--- src/rtl/tick_countdown_timer.sv ---
// Tick-driven countdown timer: synchronizes slow_clk, reports its edges as one-cycle ticks,
// and counts ticks down from load_value. Define TICK_DUAL_EDGE_EN to tick on both slow_clk edges.
module tick_countdown_timer #(
  parameter int CNT_W       = 8,
  parameter int SYNC_STAGES = 2
) (
  input  logic             clk_in,
  input  logic             rst,
  input  logic             slow_clk,
  input  logic             start,
  input  logic             abort,
  input  logic [CNT_W-1:0] load_value,
  output logic             tick,
  output logic             busy,
  output logic             done,
  output logic [CNT_W-1:0] remaining
);

  typedef enum logic [1:0] {
    S_IDLE,
    S_RUN,
    S_DONE
  } state_t;

  logic [SYNC_STAGES-1:0] sync_q;
  logic [SYNC_STAGES-1:0] fill_q;
  logic                   sync_s;
  logic                   sync_vld;
  logic                   hist_q, hist_d;
  logic                   primed_q, primed_d;
  logic                   tick_q, tick_d;
  logic                   edge_det;
  state_t                 state_q, state_d;
  logic [CNT_W-1:0]       rem_q, rem_d;

  // fill_q marks when the synchronizer output holds a real sample rather than its reset value
  always_ff @(posedge clk_in or posedge rst) begin
    if (rst) begin
      sync_q <= '0;
      fill_q <= '0;
    end else begin
      sync_q <= {sync_q[SYNC_STAGES-2:0], slow_clk};
      fill_q <= {fill_q[SYNC_STAGES-2:0], 1'b1};
    end
  end

  assign sync_s   = sync_q[SYNC_STAGES-1];
  assign sync_vld = fill_q[SYNC_STAGES-1];

  always_comb begin
`ifdef TICK_DUAL_EDGE_EN
    edge_det = sync_s ^ hist_q;
`else
    edge_det = sync_s & ~hist_q;
`endif
    // The first valid sample only primes the history flop
    tick_d   = sync_vld & primed_q & edge_det;
    hist_d   = sync_vld ? sync_s : hist_q;
    primed_d = primed_q | sync_vld;
  end

  always_ff @(posedge clk_in or posedge rst) begin
    if (rst) begin
      hist_q   <= 1'b0;
      primed_q <= 1'b0;
      tick_q   <= 1'b0;
    end else begin
      hist_q   <= hist_d;
      primed_q <= primed_d;
      tick_q   <= tick_d;
    end
  end

  always_ff @(posedge clk_in or posedge rst) begin
    if (rst) begin
      state_q <= S_IDLE;
      rem_q   <= '0;
    end else begin
      state_q <= state_d;
      rem_q   <= rem_d;
    end
  end

  always_comb begin
    state_d = state_q;
    rem_d   = rem_q;
    case (state_q)
      S_IDLE: begin
        if (start && !abort) begin
          if (load_value == '0) begin
            state_d = S_DONE;
            rem_d   = '0;
          end else begin
            state_d = S_RUN;
            rem_d   = load_value;
          end
        end
      end
      S_RUN: begin
        // abort outranks a coincident tick
        if (abort) begin
          state_d = S_IDLE;
          rem_d   = '0;
        end else if (tick_q) begin
          if (rem_q <= CNT_W'(1)) begin
            state_d = S_DONE;
            rem_d   = '0;
          end else begin
            rem_d = rem_q - CNT_W'(1);
          end
        end
      end
      S_DONE: begin
        state_d = S_IDLE;
      end
      default: begin
        state_d = S_IDLE;
        rem_d   = '0;
      end
    endcase
  end

  assign tick      = tick_q;
  assign busy      = (state_q == S_RUN);
  assign done      = (state_q == S_DONE);
  assign remaining = rem_q;

endmodule

--- config.mk ---
export PLATFORM = sky130hd
export DESIGN_NAME = tick_countdown_timer
export DESIGN_NICKNAME = d
export VERILOG_FILES = /design/src/rtl/tick_countdown_timer.sv
export SDC_FILE = /design/constraint.sdc
export NUM_CORES = 1
export LEC_CHECK = 0
export BUFFER_PORTS_ARGS = -buffer_cell sky130_fd_sc_hd__buf_2
export CORE_UTILIZATION = 30
export CTS_BUF_LIST = sky130_fd_sc_hd__clkbuf_16
export CTS_CLUSTER_SIZE = 8
export DETAILED_ROUTE_END_ITERATION = 16
export GPL_TIMING_DRIVEN = 0
export SYNTH_ARGS = -nofsm -noshare
export SYNTH_HDL_FRONTEND = slang
export SYNTH_SLANG_ARGS = --single-unit
--- constraint.sdc ---
create_clock -name clk_in -period 1.8 [get_ports clk_in]
set_clock_uncertainty 0.15 [all_clocks]
set_input_delay 0.54 -clock clk_in [delete_from_list [all_inputs] [get_ports clk_in]]
set_output_delay 0.54 -clock clk_in [all_outputs]
set_load 0.005 [all_outputs]
Word level (Yosys, flattened, before mapping)
Index checks and enable logic that the tools add are counted.

Order comparisons: 1. Reductions and logical operators: 6. $add $sub $neg: 1. Equal/unequal tests: 5. Bitwise gates (word level): 6. Mux-type cells: 12.

Operator list (number): 8-bit two-way mux (5); 8-bit one-hot mux with 3 select lines (1); 2-bit two-way mux (5); 8-bit by 1-bit less-or-equal comparator with 1-bit output (second input constant) (1); 8-bit zero test (1); 8-bit by 1-bit subtractor with 8-bit output (second input constant) (1); 3-bit by 2-bit inequality test with 1-bit output (second input constant) (2); 3-bit AND reduction (2); 2-bit one-hot mux with 2 select lines (1); 1-bit bitwise AND (3); 2-bit by 1-bit == test with 1-bit output (second input constant) (1); 2-bit == test (second input constant) (1); 2-bit zero test (1); 2-bit inequality test (second input constant) (1); 1-bit NOT (2); 1-bit logical AND (1); 1-bit zero test (1); 1-bit OR (1).

Flip-flop bits (word level): 17. Logic and storage cells: 38. Output and inout port bits: 11. Input port bits: 13.

Logic depth before layout (Yosys ltp)
Word-level depth: 5. Depth in mapped cells: 7.

Worst setup path before layout
No wires, ideal clock.

Path kind: register -> register. Start point: reg rem_q[0], in the netlist remaining[0]. End point: reg rem_q[2], in the netlist remaining[2]. Setup time: 67 ps. Stages on the path, launching flop included: 8. Data arrival time: 1597 ps. Path slack: -14 ps. Cells stage by stage: dfrtp_1 inv_1 ha_1 or2_2 a31o_1 buf_2 nor3b_1 a221o_1.

Cells in the longest elaborated chain, start to end: 5. Elaborated cells between the ends (all ways): 6. Classes of those cells: add/sub: 1; order compare: 1; mux: 4.

RTL lines: start, declared (line 34) `logic [CNT_W-1:0] rem_q, rem_d;`; start signal, assigned (line 80) `rem_q <= rem_d;`; 8-bit by 1-bit subtractor with 8-bit output / 8-bit by 1-bit less-or-equal comparator with 1-bit output (equally long branches) (line 109, 105); 8-bit two-way mux * (line 105) `if (rem_q <= CNT_W'(1)) begin`; 8-bit two-way mux * (line 104) `end else if (tick_q) begin`; 8-bit two-way mux * (line 101) `if (abort) begin`; 8-bit one-hot mux with 3 select lines * (line 87) `case (state_q)`.

Mark *: on every way between the ends. The rest lies on a longest branch, timed or not. The select of a mux whose other input is x is not followed. A chain may end at the register's enable or synchronous reset.

Worst setup path after layout
Start point: reg rem_q[0], in the netlist remaining[0]. End point: reg rem_q[5], in the netlist remaining[5].

Same word-level chain as after synthesis.

==> qor.txt <==
Crit-path slowest cell = or4_4
CTS root buffer = clkbuf_16
Worst Tran Pin Value = 0.652 ns
Arr. time, crit path = 1.78 ns
Hold_buf cts = 0
Die area = 0.00310 mm^2
H-tree depth = 1
Clk sinks = 17
Max VDD drop = 0.000544 V
Via count = 753
Core ar. = 0.00273 mm^2
Register area = 429 um^2
Fill count = 264
Most common cell after layout, fill and taps aside = buf_2
Ys async rst share = 100%
Synth top area cells = dfrtp_1, a221o_1, ha_1
Grt ovf = 0
Post-synthesis xor/xnor area fraction = 0%
Synthesized instance count = 79
Post-synthesis adder-cell area fraction = 2.90%
CTS Buf Count = 3
Synth Cell Area = 863 um^2
Status = completed
Sequential share of the synthesized area = 49.3%
Pre-CTS setup slack = -0.420 ns
Leading cell types in the layout, fill and taps excluded = buf_2, dfrtp_1, buf_4, inv_1
Compound-cell area share of the yosys netlist = 19.9%
First drt pass iteration count = 3
DRC marker count from the first detailed-route iteration = 8
CTS tree = built
HP Class = reg -> reg
Drt wl/cell = 13.7 um
Post-route setup slack = 0.000972 ns
Fmax = 556 MHz
Initial antenna violation count = 0
Final Setup Violations = 0
Fin. Hold Viols = 0
Worst slew margin = 56.5%
Yosys reg bits = 17
CTS max path bufs = 2
Synth warn = 0
Multiplexer share of the synthesized area = 2.46%
Starting density of the core = 31.6%
Proportion of layout cells with a drive suffix above 1 = 46.0%
Simple-gate share of the synthesized area = 22.3%
Multi-input combinational cell area = 459 um^2
Crit end category = register
Ports = 24
Synth Flop Type = dfrtp_1
Cell variety after synth = 35
CP peak stage delay = 0.58 ns
Max-cap viol count = 0
Largest family of logic cells by synthesized area = simple AND/OR/NAND/NOR gates
Global placement routability congestion = 0.741
Worst Hold Launch = fill_q[0]
Static Leakage = 0.553 nW
Max FO, Critical Path = 5
First-pass GRT wire length = 3280 um
Largest net degree at the start of global routing = 18
Hpwl dp = 1370 um
Pwr Total = 1.23 mW
CTS clk-pin slew, worst paths = 0.05 ns
PD cells = 1020 mW/mm^2
Die height = 55.6 um
Crit path max-delay family = simple AND/OR/NAND/NOR gates
Final WL = 1970 um
Final Net Count = 129
Post-synth EDFFs = 0
Worst hold slack = 0.194 ns
CP Launch Type = register
All-Layer GR Usage = 13.6%
ANT nets after route = 0
Syn_nets = 94
Core Util, Final = 44.1%
Number of placement rows = 19
Die W = 55.6 um
Post-DP Area = 0.00104 mm^2
Worst-path cell chain = or4_4, o21ai_1, a21oi_2, a221o_1
Fin. max-slew vios = 0
Port bufs = 23
Syn_area_per_cell = 10.9 um^2
Area growth syn-to-layout = 39.6%
Vias in the first global route = 736
Leading area contributor after synthesis = dfrtp_1
Design area = 0.00120 mm^2
WS Path Type = reg -> reg
Final worst path period share = 99.9%
Antenna diodes = 0
Critical Path Source = remaining[0]
Final min period = 1.80 ns
Clk Latency, worst-skew pair = 0.25 ns
Worst EP required = 1.78 ns
R2R Path Start = remaining[0]
Vias per inst = 5.23
Unrepaired setup endpoints after global routing = true
Post-synth top area share = 49.3%
DRC = 0
Critical path buffer and inverter count = 0
## registers in the layout, indices dropped and copies added, names as in the netlist
name,count
hist_q,1
tick,1
remaining,8
sync_q,2
primed_q,1
fill_q,2
state_q,2
## worst register-to-register path, stage by stage (launching register included)
cell     delay, ns
dfrtp_2       0.44
or4_4         0.58
o21ai_1       0.19
a21oi_2       0.08
a221o_1       0.25
## per-layer routing
| metal | up-vias | routed length (um) | track usage [%] |
|---|---|---|---|
| met1 | 366 | 901 | 17.3 |
| met2 | 15 | 971 | 22.7 |
| li1 | 368 | - | - |
| met4 | 0 | 34 | 5.71 |
| met5 | - | 0 | 0 |
| met3 | 4 | 61 | 2.33 |
## power by group
group	total, mW	leakage, nW	switching, mW	internal (mW)
combinational	0.297	0.306	0.138	0.159
clock	0.447	0.0409	0.150	0.297
sequential	0.484	0.206	0.0590	0.425
## cells in the mapped netlist (all sizes together) (2+ instances only)
cell    count
o21ai       4
o31ai       2
a221o       4
nor3        4
a22oi       2
nor3b       2
nor2b       2
dfrtp      17
inv         5
nor4        3
or3         2
nor2        4
o21bai      2
nand2       4
a21oi       4
ha          2
or2         2
## cells by family after synthesis
| group | Yosys count |
|---|---|
| and+or+nand+nor | 28 |
| AOI/OAI and AO/OA | 23 |
| DFF | 17 |
| buffers and inverters | 6 |
| muxes | 2 |
| adders and majority gates | 2 |
| other | 1 |
## stage by stage
step | cells | TNS (ns)
after CTS | 140 | 0
after floorplan | 79 | -0.00388
after global routing | 144 | -0.244
after global placement | 133 | -1.95
final | 144 | 0
after detailed placement | 133 | -2.23
## layout make-up
cell class                      instances  area share, %
Clock buffer                            3           6.23
Sequential cell                        17           35.6
Timing Repair Buffer                   30           13.9
Tap cell                               31           3.22
Buffer                                  1          0.935
Clock inverter                          1          0.415
Multi-Input combinational cell         56           38.1
Inverter                                5           1.56
## final timing paths
path	depth (start not counted)	end	slack, ns
min in group asynchronous	2	sync_q[0]	0.23
max reg2reg	4	remaining[5]	0.001
max in group asynchronous	2	state_q[0]	0.81
min reg2reg	0	fill_q[1]	0.19
min	0	fill_q[1]	0.19
max	4	remaining[5]	0.001
## timing repair
action,CTS,global route
setup endpoints to repair,7,7
buffers inserted,3,4
resized for setup,4,5
cloned,0,0
pin swaps,1,1
Note: power is estimated with default switching activity, not from simulation.
